**src/rtl/inst_pair_unpack.sv**
```systemverilog
// Holds one fetched instruction pair and presents it to decode as up to two compacted slots.
// Define UNPACK_SINGLE_ISSUE_EN to expose only slot 0, so a pair drains one instruction per cycle.

`ifndef INST_NOP
`define INST_NOP 32'h0340_0000
`endif
`ifndef PC_RESET
`define PC_RESET 32'h1c00_0000
`endif

module inst_pair_unpack (
    input  logic        clk,
    input  logic        rstn,
    input  logic        flush,
    input  logic        fifo_valid,
    output logic        fifo_ready,
    input  logic [31:0] fifo_inst0,
    input  logic [31:0] fifo_inst1,
    input  logic [31:0] fifo_pc,
    input  logic [31:0] fifo_pc_next,
    input  logic [31:0] fifo_badv,
    input  logic        fifo_pc_taken,
    input  logic [6:0]  fifo_exception,
    input  logic [1:0]  fifo_excp_flag,
    input  logic [1:0]  id_take,
    output logic        id_valid0,
    output logic        id_valid1,
    output logic [31:0] id_inst0,
    output logic [31:0] id_inst1,
    output logic [31:0] id_pc0,
    output logic [31:0] id_pc1,
    output logic [31:0] id_pc_next0,
    output logic [31:0] id_pc_next1,
    output logic        id_pc_taken0,
    output logic        id_pc_taken1,
    output logic [6:0]  id_exception0,
    output logic [1:0]  id_excp_flag0,
    output logic [31:0] id_badv0
);

    localparam int unsigned XLEN  = 32;
    localparam int unsigned EXC_W = 7;
    localparam int unsigned FLG_W = 2;
    localparam int unsigned CNT_W = 2;

    typedef struct packed {
        logic            valid;
        logic [XLEN-1:0] inst;
        logic [XLEN-1:0] pc;
        logic [XLEN-1:0] pc_next;
        logic            taken;
    } slot_t;

    typedef struct packed {
        logic [EXC_W-1:0] exception;
        logic [FLG_W-1:0] excp_flag;
        logic [XLEN-1:0]  badv;
    } fault_t;

    localparam slot_t SLOT_IDLE = '{
        valid:   1'b0,
        inst:    `INST_NOP,
        pc:      `PC_RESET,
        pc_next: '0,
        taken:   1'b0
    };
    localparam fault_t FAULT_NONE = '0;

    // Slot 0 always holds the oldest live instruction, so the registers are the compacted view.
    slot_t  slot0_q, slot0_d;
    slot_t  slot1_q, slot1_d;
    fault_t fault_q, fault_d;

    logic [CNT_W-1:0] held_cnt_c;
    logic [CNT_W-1:0] vis_cnt_c;
    logic [CNT_W-1:0] eff_take_c;
    logic [CNT_W-1:0] remain_c;
    logic [XLEN-1:0]  pc_plus4_c;
    logic             pair_c;
    logic             pop_c;

    // Retire accounting: decode may ask for more than is visible, only the visible part counts.
    always_comb begin
        held_cnt_c = CNT_W'(slot0_q.valid) + CNT_W'(slot1_q.valid);
`ifdef UNPACK_SINGLE_ISSUE_EN
        vis_cnt_c  = CNT_W'(slot0_q.valid);
`else
        vis_cnt_c  = held_cnt_c;
`endif
        eff_take_c = (id_take > vis_cnt_c) ? vis_cnt_c : id_take;
        remain_c   = held_cnt_c - eff_take_c;
    end

    assign fifo_ready = rstn && !flush && (remain_c == '0);
    assign pop_c      = fifo_ready && fifo_valid;

    // inst1 is live only for an aligned, fault-free pair whose inst0 falls through.
    assign pc_plus4_c = fifo_pc + XLEN'(4);
    assign pair_c     = !fifo_pc[2] && (fifo_excp_flag == '0) && (fifo_pc_next != pc_plus4_c);

    always_comb begin
        slot0_d = slot0_q;
        slot1_d = slot1_q;
        fault_d = fault_q;
        if (flush) begin
            slot0_d = SLOT_IDLE;
            slot1_d = SLOT_IDLE;
            fault_d = FAULT_NONE;
        end else if (pop_c) begin
            slot0_d = '{
                valid:   1'b1,
                inst:    fifo_inst0,
                pc:      fifo_pc,
                pc_next: pair_c ? pc_plus4_c : fifo_pc_next,
                taken:   pair_c ? 1'b0 : fifo_pc_taken
            };
            fault_d = '{
                exception: fifo_exception,
                excp_flag: fifo_excp_flag,
                badv:      fifo_badv
            };
            slot1_d = SLOT_IDLE;
            if (pair_c) begin
                slot1_d = '{
                    valid:   1'b1,
                    inst:    fifo_inst1,
                    pc:      pc_plus4_c,
                    pc_next: fifo_pc_next,
                    taken:   fifo_pc_taken
                };
            end
        end else if (remain_c == '0) begin
            slot0_d = SLOT_IDLE;
            slot1_d = SLOT_IDLE;
            fault_d = FAULT_NONE;
        end else if (eff_take_c != '0) begin
            // Only reachable with a full pair held and inst0 retired: promote inst1.
            slot0_d = slot1_q;
            slot1_d = SLOT_IDLE;
            fault_d = FAULT_NONE;
        end
    end

    always_ff @(posedge clk or negedge rstn) begin
        if (!rstn) begin
            slot0_q <= SLOT_IDLE;
            slot1_q <= SLOT_IDLE;
            fault_q <= FAULT_NONE;
        end else begin
            slot0_q <= slot0_d;
            slot1_q <= slot1_d;
            fault_q <= fault_d;
        end
    end

    assign id_valid0     = slot0_q.valid;
    assign id_inst0      = slot0_q.inst;
    assign id_pc0        = slot0_q.pc;
    assign id_pc_next0   = slot0_q.pc_next;
    assign id_pc_taken0  = slot0_q.taken;
    assign id_exception0 = fault_q.exception;
    assign id_excp_flag0 = fault_q.excp_flag;
    assign id_badv0      = fault_q.badv;

`ifdef UNPACK_SINGLE_ISSUE_EN
    assign id_valid1     = 1'b0;
    assign id_inst1      = `INST_NOP;
    assign id_pc1        = `PC_RESET;
    assign id_pc_next1   = '0;
    assign id_pc_taken1  = 1'b0;
`else
    assign id_valid1     = slot1_q.valid;
    assign id_inst1      = slot1_q.inst;
    assign id_pc1        = slot1_q.pc;
    assign id_pc_next1   = slot1_q.pc_next;
    assign id_pc_taken1  = slot1_q.taken;
`endif

endmodule

```
**config.mk**
```make
export PLATFORM = sky130hd
export DESIGN_NAME = inst_pair_unpack
export DESIGN_NICKNAME = d
export VERILOG_FILES = /design/src/rtl/inst_pair_unpack.sv
export SDC_FILE = /design/constraint.sdc
export NUM_CORES = 1
export LEC_CHECK = 0
export CORE_MARGIN = 3
export CORE_UTILIZATION = 25
export CTS_CLUSTER_SIZE = 30
export DETAILED_ROUTE_END_ITERATION = 8
export GPL_TIMING_DRIVEN = 0
export PLACE_DENSITY = 0.52
export SYNTH_ARGS = -nofsm -noshare
export SYNTH_HDL_FRONTEND = slang
export SYNTH_SLANG_ARGS = --single-unit
```
**constraint.sdc**
```tcl
create_clock -name clk -period 3.1 [get_ports clk]
set_input_delay 0.62 -clock clk [delete_from_list [all_inputs] [get_ports clk]]
set_output_delay 0.62 -clock clk [all_outputs]
set_load 0.01 [all_outputs]
```
==> results of run 1 <==
-- cells in the final DEF (no fill, tap or decap), drive strengths merged, types with 4 or more instances in the layout --
master	n
clkdlybuf4s50	377
dfrtp	225
nand2	146
a22o	129
clkbuf	117
buf	86
nor2	78
o21ai	74
a21oi	74
a211oi	32
xnor2	29
a221o	24
xor2	24
nor4	19
inv	17
nand4	17
dfstp	12
nand3	12
mux2i	11
nand2b	8
nor3	8
dlygate4sd2	7
ha	6
or4	6
o32a	5
clkinv	5
or3	5
a21o	4
nor2b	4
and4	4
nor3b	4
-- through the flow --
step,util,worst slack [ns],std cells,setup TNS (ns)
2_1_floorplan,-,-0.579,1116,-63.83
3_3_place_gp,0.363,-9.68,2107,-4378.45
3_5_place_dp,0.365,-2.44,2109,-428.27
4_1_cts,0.404,-0.364,2200,-37.53
5_1_grt,0.414,-0.378,2216,-38.68
6_report,0.414,-0.334,2217,-33.97
-- logic make-up after synthesis --
family	after synthesis	synth area share
flops	237	0.525
mux	12	0.0107
xor+xnor	54	0.0431
simple gates	318	0.132
fa+ha+maj	6	0.00662
buf+inv	112	0.0407
compound gates	377	0.242
-- worst max-delay path: stages --
cell,delay [ns]
clkbuf_16,0.10
nand4_1,0.19
buf_4,0.21
or4_4,0.58
or3_4,0.36
a211oi_2,0.21
o221a_2,0.22
nand4_1,0.15
buf_4,0.19
nor4_4,0.33
nor2_4,0.07
buf_6,0.15
buf_12,0.15
clkbuf_16,0.16
a22o_1,0.17
-- report_power, final --
group / internal (mW) / total [mW] / switching (mW)
sequential: 3.20 / 3.26 / 0.0638
combinational: 0.607 / 1.38 / 0.774
clock: 1.92 / 3.37 / 1.45
total: 5.72 / 8.01 / 2.29
-- area by class of cell --
cell class                      count  area (um^2)
Buffer                             94          729
Clock inverter                      8         58.8
Tap cell                          592          741
Sequential cell                   237         5950
Timing Repair Buffer              454         4710
Inverter                           17         63.8
Antenna cell                        2         5.00
Fill cell                        4397        26100
Multi-Input combinational cell    768         5300
Clock buffer                       45          867
-- path summary, 6_finish.rpt --
path	to	slack [ns]	cells after the start
min in group clk	id_pc0[6]	0.31	3
max in group asynchronous	id_pc_next0[8]	1.90	2
worst max-delay path	id_pc_next1[6]	-0.33	15
worst max register to register	id_pc_next0[11]	0.12	12
worst min register to register	id_inst0[24]	0.48	2
worst min-delay path	id_pc_next0[12]	0.02	2
-- repair_timing --
action                                  CTS  global route
endpoints found under the setup margin  238           238
gates resized for setup                 187           100
hold buffers                              2             0
gates cloned                              6             6
setup buffers                            31            11
pin swaps                                26            31
hold endpoints to repair                 16             0
-- flip-flops by register name (all words and copies together), names as in the netlist --
register	cells
id_badv0	32
id_inst0	32
id_inst1	32
id_pc0	32
id_pc1	32
id_pc_next0	32
id_pc_next1	32
id_exception0	7
id_excp_flag0	2
id_pc_taken0	1
id_pc_taken1	1
id_valid0	1
id_valid1	1
-- per-layer routing --
metal / routed length (um) / track usage
met3: 4540 / 0.0482
met4: 1180 / 0.0518
met2: 25800 / 0.354
met1: 24700 / 0.312
met5: 18 / 0
==> summary.txt, run 1 <==
Worst setup path
  – RR Startpoint: id_valid0
  – Worst Setup Start Kind: input pin
  – CP Capture Type: register
  – Worst Path Arrival: about 3.9 ns
  – Critical path startpoint: fifo_pc[8]
  – Max FO, Critical Path: 6
  – Critical Path RT: 3.55 ns
  – WS Path Type: in2reg

Yosys
  – Synth cell types: 69
  – Syn_area_per_cell: 10.2 um^2
  – Most common cell in the netlist: dfrtp_1
  – Synth cell count leaders: dfrtp_1, nand2_1, a22o_1, nor2_1, o21ai_0
  – Top post-synthesis cells by area: dfrtp_1, a22o_1, nand2_1
  – Number of flops mapped to enable cells by yosys: 0
  – Cell area after synthesis: around 0.011 mm^2
  – Register bit total from synthesis: 237
  – Seq/Total Area, Yosys: 0.525
  – Syn_nets: 1,298
  – Synthesis warning total: 0
  – Prevailing post-synth register cell: dfrtp_1
  – Cells after synthesis: 1,116
  – Post-synth top area share: 0.497
  – Post-synthesis cell type with the largest combined area: dfrtp_1
  – Synth async-reset ratio: 1.00

Global route
  – GRT Util Overall: 0.223
  – Grt total ovfl: 0
  – Vias in the first global route: approximately 12,000
  – First-pass GRT wire length: 79,800 um
  – Initial antenna violation count: 4
  – Largest net degree at the start of global routing: between 100 and 150

Timing
  – Worst hold margin: 0.0220 ns
  – Final Cycle Share: 1.11
  – Slew @ Worst Pin: 0.904 ns
  – Tmin final: 3.43 ns
  – Unrepaired setup endpoints after global routing: yes
  – Slew margin rel.: 0.397
  – Clock Skew: 0.0327 ns
  – Max Clock Freq: 0.291 GHz
  – Hold Vio Cnt, Final: 0
  – Pins over their slew limit: 0
  – Worst setup margin: -0.334 ns
  – # setup viols final: 124

Clock network
  – Clk root buf: clkbuf_16
  – CTS buffer count: 30
  – CTS tree: yes
  – Clock Path Buffers: 3
  – H-tree Lvls: 1
  – Reg clk slew, reported paths: 0.06 ns
  – Worst skew pair latency: 0.59 ns
  – CTS Sinks: around 240

Die
  – Initial core utilization: 0.255
  – Io pins: 414
  – Die width: about 220 um
  – Die area: approximately 0.048 mm^2
  – Num rows: 77
  – Die Ht: 219 um
  – Core area: 0.0445 mm^2

Status
  – Failing checks: setup timing
  – Status: complete, but fails checks

Drt
  – DRT iter0 DRCs: roughly 940
  – # DRC: 0
  – Vias: 11,300
  – Routed WL per cell: 25.4 um
  – Via/cell ratio: 5.11
  – Post-route antenna net violation count: 0
  – Post-Route WL: 56,200 um
  – DRT Pass-1 Iters: 5

Pwr
  – P_leak: 7.74 nW
  – Max IR drop VDD: 275 uV
  – Total power: 8.01 mW
  – Power per cell area: 435 mW/mm^2

Placed design
  – Port Buffers: between 300 and 400
  – Routability cong.: 0.901
  – Post-DP Area: 0.0162 mm^2
  – DP HPWL: 41,200 um

Layout
  – Layout cells sized above 1: 0.156
  – Area grow syn2layout: 62.5%
  – # nets final: 1,784
  – Post-Layout Inst Area: 0.0184 mm^2

Min path
  – HP Class: in2async

Flow run
  – Max_cap viols: 0
Note: power is estimated with default switching activity, not from simulation.
==> run 2: changes to the inputs <==
--- a/config.mk
+++ b/config.mk
@@ -10,6 +10,7 @@
 export CTS_CLUSTER_SIZE = 30
 export DETAILED_ROUTE_END_ITERATION = 8
 export GPL_TIMING_DRIVEN = 0
+export HOLD_SLACK_MARGIN = 0.06
 export PLACE_DENSITY = 0.52
 export SYNTH_ARGS = -nofsm -noshare
 export SYNTH_HDL_FRONTEND = slang
==> constraint.sdc (replaced) <==
create_clock -name clk -period 3.2 [get_ports clk]
set_input_delay 0.64 -clock clk [delete_from_list [all_inputs] [get_ports clk]]
set_output_delay 0.64 -clock clk [all_outputs]
set_load 0.01 [all_outputs]
==> run 2 against run 1 <==
Effect of this change: the run still ends with setup timing left; clock skew rose by 0.00067 ns; via count up 0.68%; flip-flop and latch count stayed put; clock power fell by 4%; largest power group unchanged; combinational power fell by 3%; final cell count is the same; die area stayed put.
==> summary.txt, run 2 (synthesis results as in run 1) <==
Worst setup path
  – Critical Path Max Stage Delay: 0.58 ns (about the same)
  – Top Family by Delay on Critical Path: simple AND/OR/NAND/NOR gates (unchanged)
  – Critical Path RT: 3.66 ns (was 3.55 ns)
  – Crit path max-delay cell type: or4_4 (unchanged)
  – RR Startpoint: id_valid0 (unchanged)
  – CP Capture Type: register (unchanged)
  – WP buf/inv: 6 (unchanged)
  – Critical path startpoint: fifo_pc[8] (unchanged)
  – Max FO, Critical Path: 7 (was 6)
  – Worst Setup Start Kind: input pin (unchanged)
  – WS Path Type: in2reg (unchanged)
  – Crit-path cells: clkbuf_16, nand4_1, buf_4, or4_4, o21ai_1, nor4bb_2, o221a_2, nand4_1, buf_4, nor4_4, nor2_2, buf_6, buf_12, clkbuf_16, a22o_1 (was clkbuf_16, nand4_1, buf_4, or4_4, or3_4, a211oi_2, o221a_2, nand4_1, buf_4, nor4_4, nor2_4, buf_6, buf_12, clkbuf_16, a22o_1)
  – Worst Path Arrival: 3.94 ns (was 3.88 ns)

Layout
  – # nets final: 1,784 (unchanged)
  – Most common cell after layout, fill and taps aside: clkdlybuf4s50_1 (unchanged)
  – Register Area: 0.00595 mm^2 (about the same)
  – Layout cells sized above 1: 0.153 (was 0.156)
  – Multi-input gate area: 0.00528 mm^2 (was 0.00530 mm^2)
  – Commonest non-fill, non-tap cells in the layout: clkdlybuf4s50_1, dfrtp_1, nand2_1, a22o_1, nor2_1 (unchanged)
  – Area grow syn2layout: 61.9% (was 62.5%)
  – Fill count: 4,396 (was 4,397)
  – Final Non-Filler Cells: 2,217 (unchanged)

Clock network
  – Clk root buf: clkbuf_16 (unchanged)
  – Worst skew pair latency: 0.59 ns (about the same)
  – CTS tree: yes (unchanged)
  – H-tree Lvls: 1 (unchanged)
  – CTS Sinks: 237 (unchanged)
  – Clock Path Buffers: 3 (unchanged)
  – CTS buffer count: 30 (unchanged)
  – Reg clk slew, reported paths: 0.06 ns (about the same)

Drt
  – DRT iter0 DRCs: 1,021 (was 937)
  – Routed WL per cell: 25.3 um (was 25.4 um)
  – Post-route antenna net violation count: 0 (unchanged)
  – Vias: 11,400 (was 11,300)
  – Via/cell ratio: 5.14 (was 5.11)
  – DRT Pass-1 Iters: 6 (was 5)
  – Post-Route WL: 56,100 um (was 56,200 um)
  – # DRC: 0 (unchanged)

Die
  – Io pins: 414 (unchanged)
  – Die width: 219 um (unchanged)
  – Die area: 0.0479 mm^2 (unchanged)
  – Initial core utilization: 0.255 (unchanged)
  – Num rows: 77 (unchanged)
  – Die Ht: 219 um (unchanged)
  – Core area: 0.0445 mm^2 (unchanged)

Min path
  – HP Class: in2reg (was in2async)
  – Hold path start: fifo_pc[6]

Pwr
  – P_leak: 7.73 nW (was 7.74 nW)
  – Power per cell area: 423 mW/mm^2 (was 435 mW/mm^2)
  – Max IR drop VDD: 264 uV (was 275 uV)

Timing
  – Worst setup margin: -0.279 ns (was -0.334 ns)
  – Unrepaired setup endpoints after global routing: yes (unchanged)
  – # setup viols final: 124 (unchanged)
  – Slew @ Worst Pin: 0.902 ns (was 0.904 ns)
  – Worst hold margin: 0.336 ns (was 0.0220 ns)
  – Tmin final: 3.48 ns
  – Max Clock Freq: 0.287 GHz
  – Clock Skew: 0.0334 ns (was 0.0327 ns)
  – Hold Vio Cnt, Final: 0 (unchanged)
  – Slew margin rel.: 0.399 (was 0.397)
  – Final Cycle Share: 1.09
  – Pins over their slew limit: 0 (unchanged)

Global route
  – Vias in the first global route: 11,500 (about the same)
  – First-pass GRT wire length: 79,600 um (was 79,800 um)
  – Grt total ovfl: 0 (unchanged)
  – Largest net degree at the start of global routing: 110 (unchanged)
  – GRT Util Overall: 0.223 (about the same)
  – Initial antenna violation count: 4 (unchanged)

Placed design
  – Placed cell count: 2,109 (unchanged)
  – Routability cong.: 0.901 (unchanged)
  – DP HPWL: 41,200 um (unchanged)
  – Port Buffers: 399 (unchanged)

Flow run
  – Max_cap viols: 0 (unchanged)

Status
  – Failing checks: setup timing (unchanged)
  – Status: complete, but fails checks (unchanged)
run 2: stage by stage:
step	power, mW	setup TNS (ns)	utilization	setup WS [ns]	cell area [um^2]
after global routing	8.06	-26.59	0.412	-0.280	18300
final	7.75	-25.22	0.412	-0.279	18300
after detailed placement	4.47	-409.25	0.365	-2.36	16200
after CTS	7.80	-27.56	0.403	-0.284	17900
after global placement	4.46	-4340.47	0.363	-9.60	16200
after floorplan	3.68	-53.43	-	-0.499	11400
run 2: cell type report:
cell class / instances / area share
Multi-Input combinational cell: 768 / 0.288
Clock inverter: 8 / 0.00321
Clock buffer: 45 / 0.0473
Inverter: 17 / 0.00348
Antenna cell: 2 / 0.000273
Tap cell: 592 / 0.0404
Sequential cell: 237 / 0.324
Timing Repair Buffer: 454 / 0.255
Buffer: 94 / 0.0381
run 2: what timing repair did:
action                                  CTS  global route
cloned                                    5             5
endpoints found under the setup margin  238           238
resized for setup                       174           104
pin swaps                                27            36
setup buffers                            32            12
endpoints found under the hold margin    60             0
hold buffers                              2             0
run 2: where the power goes:
part / internal, mW / total, mW / switching (mW)
clock: 1.86 / 3.25 / 1.40
sequential: 3.10 / 3.16 / 0.0615
combinational: 0.584 / 1.34 / 0.752
run 2: worst paths after layout:
check | end | slack, ns | cells past startpoint
max | id_pc1[16] | -0.28 | 15
min | id_pc0[6] | 0.34 | 3
max reg2reg | id_pc1[16] | 0.15 | 13
min reg2reg | id_pc0[26] | 0.48 | 2
max in group asynchronous | id_pc_next1[29] | 1.59 | 4
min in group asynchronous | id_pc_next1[8] | 0.65 | 3
run 2: worst min-delay path: stages:
cell and delay [ns]:
buf_8 0.11, nand2_1 0.06, a21oi_1 0.05
run 2: routing by layer:
| layer | global-route usage | up-vias | part of all wire |
|---|---|---|---|
| li1 | - | 5093 | - |
| met1 | 0.309 | 5704 | 0.44 |
| met2 | 0.352 | 515 | 0.46 |
| met3 | 0.0510 | 89 | 0.079 |
| met4 | 0.0547 | 4 | 0.024 |
| met5 | 0 | - | 0.00043 |
==> run 3: changes to the inputs <==
==> constraint.sdc (replaced) <==
create_clock -name clk -period 3.8 [get_ports clk]
set_input_delay 0.76 -clock clk [delete_from_list [all_inputs] [get_ports clk]]
set_output_delay 0.76 -clock clk [all_outputs]
set_load 0.01 [all_outputs]
==> run 3 against run 2 <==
Effect of this change: final cell count down 1.3%; critical path type unchanged; utilization is 1.7 points lower; combinational power shrank 19%; via count decreased by 1.6%; setup slack gained 0.40 ns; the run now ends clean; power decreased by 15%; sequential power fell by 16%; non-clock buffer count decreased by 28; sequential share of layout area up 1.4 points.
==> summary.txt, run 3 (synthesis results as in run 1) <==
Drt
  – DRT iter0 DRCs: 911 (was 1,021)
  – Vias: 11,200 (was 11,400)
  – Post-Route WL: 54,700 um (was 56,100 um)
  – DRT Pass-1 Iters: 5 (was 6)
  – # DRC: 0 (unchanged)
  – Via/cell ratio: 5.13 (was 5.14)
  – Post-route antenna net violation count: 0 (unchanged)
  – Routed WL per cell: 25.0 um (was 25.3 um)

Pwr
  – P_leak: 7.35 nW (was 7.73 nW)
  – Max IR drop VDD: 288 uV (was 264 uV)
  – Power per cell area: 374 mW/mm^2 (was 423 mW/mm^2)
  – Total power: 6.59 mW (was 7.75 mW)

Layout
  – Most common cell after layout, fill and taps aside: clkdlybuf4s50_1 (unchanged)
  – Final Non-Filler Cells: 2,188 (was 2,217)
  – Area grow syn2layout: 55.3% (was 61.9%)
  – Fill count: 4,478 (was 4,396)
  – Layout cells sized above 1: 0.107 (was 0.153)
  – # nets final: 1,754 (was 1,784)
  – Commonest non-fill, non-tap cells in the layout: clkdlybuf4s50_1, dfrtp_1, nand2_1, a22o_1, nor2_1 (unchanged)

Global route
  – Initial antenna violation count: 1 (was 4)
  – First-pass GRT wire length: 77,800 um (was 79,600 um)
  – Grt total ovfl: 0 (unchanged)
  – Largest net degree at the start of global routing: 89 (was 110)
  – GRT Util Overall: 0.217 (was 0.223)
  – Vias in the first global route: 11,300 (was 11,500)

Worst setup path
  – Worst Setup Start Kind: input pin (unchanged)
  – Crit-path cells: buf_2, nand4_4, or4_4, or3_4, a2111o_1, nor4_2, nand4_1, buf_4, nor4_4, nor2_2, buf_6, buf_6, a221o_1 (was clkbuf_16, nand4_1, buf_4, or4_4, o21ai_1, nor4bb_2, o221a_2, nand4_1, buf_4, nor4_4, nor2_2, buf_6, buf_12, clkbuf_16, a22o_1)
  – CP Capture Type: register (unchanged)
  – WP buf/inv: 4 (was 6)
  – Max FO, Critical Path: 10 (was 7)
  – Crit path max-delay cell type: or4_4 (unchanged)
  – WS Path Type: in2reg (unchanged)
  – Critical Path RT: 4.25 ns (was 3.66 ns)
  – Top Family by Delay on Critical Path: simple AND/OR/NAND/NOR gates (unchanged)
  – Worst Path Arrival: 4.13 ns (was 3.94 ns)
  – Critical Path Max Stage Delay: 0.59 ns (was 0.58 ns)
  – Critical R2R Capture: id_pc_next0[19] (was id_pc1[16])
  – Crit path depth: 13 (was 15)
  – Flop2flop setup slack: 0.39 ns (was 0.15 ns)
  – RR Startpoint: id_valid0 (unchanged)
  – Cell with the most instances on the worst path: buf_6
  – Reg2Reg Depth: 13 (unchanged)

Min path
  – HP Class: in2async (was in2reg)

Timing
  – Slew margin rel.: 0.0591 (was 0.399)
  – Final Cycle Share: 0.968
  – Slew @ Worst Pin: 1.40 ns (was 0.902 ns)
  – Worst hold margin: 0.155 ns (was 0.336 ns)
  – Clock Skew: 0.0131 ns (was 0.0334 ns)
  – Post-route setup TNS: 0 ns (was -25.22 ns)
  – Pins over their slew limit: 0 (unchanged)
  – Unrepaired setup endpoints after global routing: no (was yes)
  – Tmin final: 3.68 ns
  – Worst setup margin: 0.121 ns (was -0.279 ns)
  – Hold Vio Cnt, Final: 0 (unchanged)
  – # setup viols final: 0 (was 124)
  – Max Clock Freq: about 0.27 GHz

Clock network
  – CTS Sinks: 237 (unchanged)
  – H-tree Lvls: 1 (unchanged)
  – CTS buffer count: 29 (was 30)
  – CTS tree: yes (unchanged)
  – Clock Path Buffers: 3 (unchanged)
  – Worst skew pair latency: 0.57 ns (was 0.59 ns)
  – Reg clk slew, reported paths: 0.06 ns (about the same)
  – Clk root buf: clkbuf_16 (unchanged)

Placed design
  – Routability cong.: 0.885 (was 0.901)
  – Placed cell count: 2,109 (unchanged)
  – DP HPWL: 41,100 um (was 41,200 um)
  – Port Buffers: 399 (unchanged)
  – Post-Place Worst Slack: -2.04 ns (was -2.36 ns)

Die
  – Die Ht: 219 um (unchanged)
  – Die area: 0.0479 mm^2 (unchanged)
  – Io pins: 414 (unchanged)
  – Core area: 0.0445 mm^2 (unchanged)
  – Die width: 219 um (unchanged)
  – Initial core utilization: 0.255 (unchanged)
  – Num rows: 77 (unchanged)

Status
  – Status: complete, no violations (was complete, but fails checks)

Flow run
  – Max_cap viols: 0 (unchanged)
run 3: cell count changes in the layout (fill, tap and decap cells not counted), sizes merged, moves of 2 or more:
cell	change
clkinvlp	-3
bufinv	+2
buf	-31
clkdlybuf4s15	-2
dlygate4sd2	-2
clkdlybuf4s50	+6
run 3: layout make-up:
class	instances	area, um^2	share of cell area
flip-flops and latches	237	5950	0.338
multi-input cells	767	5110	0.290
repair buffers	425	4260	0.242
clock buffers	45	866	0.0492
well taps	592	741	0.0421
plain buffers	95	512	0.0291
clock inverters	9	97.6	0.00555
inverters	17	63.8	0.00363
diodes	1	2.50	0.000142
run 3: where the power goes:
group	leakage [nW]	switching, mW	internal [mW]	total [mW]
Combinational	3.64	0.622	0.462	1.08
Clock	0.478	1.15	1.69	2.84
Sequential	3.23	0.0507	2.61	2.66
Total	7.35	1.83	4.76	6.59
run 3: per-stage QoR:
stage / cell area, um^2 / util
floorplan: 11400 / -
global placement: 16100 / 0.363
detailed placement: 16200 / 0.364
CTS: 17500 / 0.393
global route: 17600 / 0.395
finish: 17600 / 0.395
run 3: repair_timing:
| action | CTS | global route |
|---|---|---|
| setup endpoints to repair | 194 | 180 |
| cloned | 1 | 0 |
| resized for setup | 63 | 57 |
| setup buffers | 18 | 5 |
| pin swaps | 12 | 9 |
| hold buffers | 0 | 0 |
run 3: worst reg2reg max path, delay by kind of cell, from the launching register on:
kind | cells | cell delay (ns)
buf+inv | 3 | 1.20
fa+ha+maj | 2 | 0.55
flops | 1 | 0.42
simple gates | 4 | 0.48
compound gates | 3 | 0.55
mux | 1 | 0.15
run 3: worst max path at each step:
stage                start  slack, ns         endpoint
2_1_floorplan  fifo_pc[12]      -0.02  id_pc_next0[21]
3_3_place_gp          rstn      -9.09       id_pc0[17]
3_5_place_dp    fifo_pc[2]      -2.04  id_pc_next1[14]
4_1_cts         id_take[1]     0.0004  id_pc_next0[19]
5_1_grt         fifo_pc[7]      0.001  id_pc_next0[25]
6_report       fifo_pc[11]       0.12  id_pc_next0[25]
run 3: metal layers:
layer / global-route usage / routed length, um
met5: 0 / 18
met3: 0.0512 / 4040
met4: 0.0704 / 2010
met1: 0.297 / 24000
met2: 0.340 / 24600
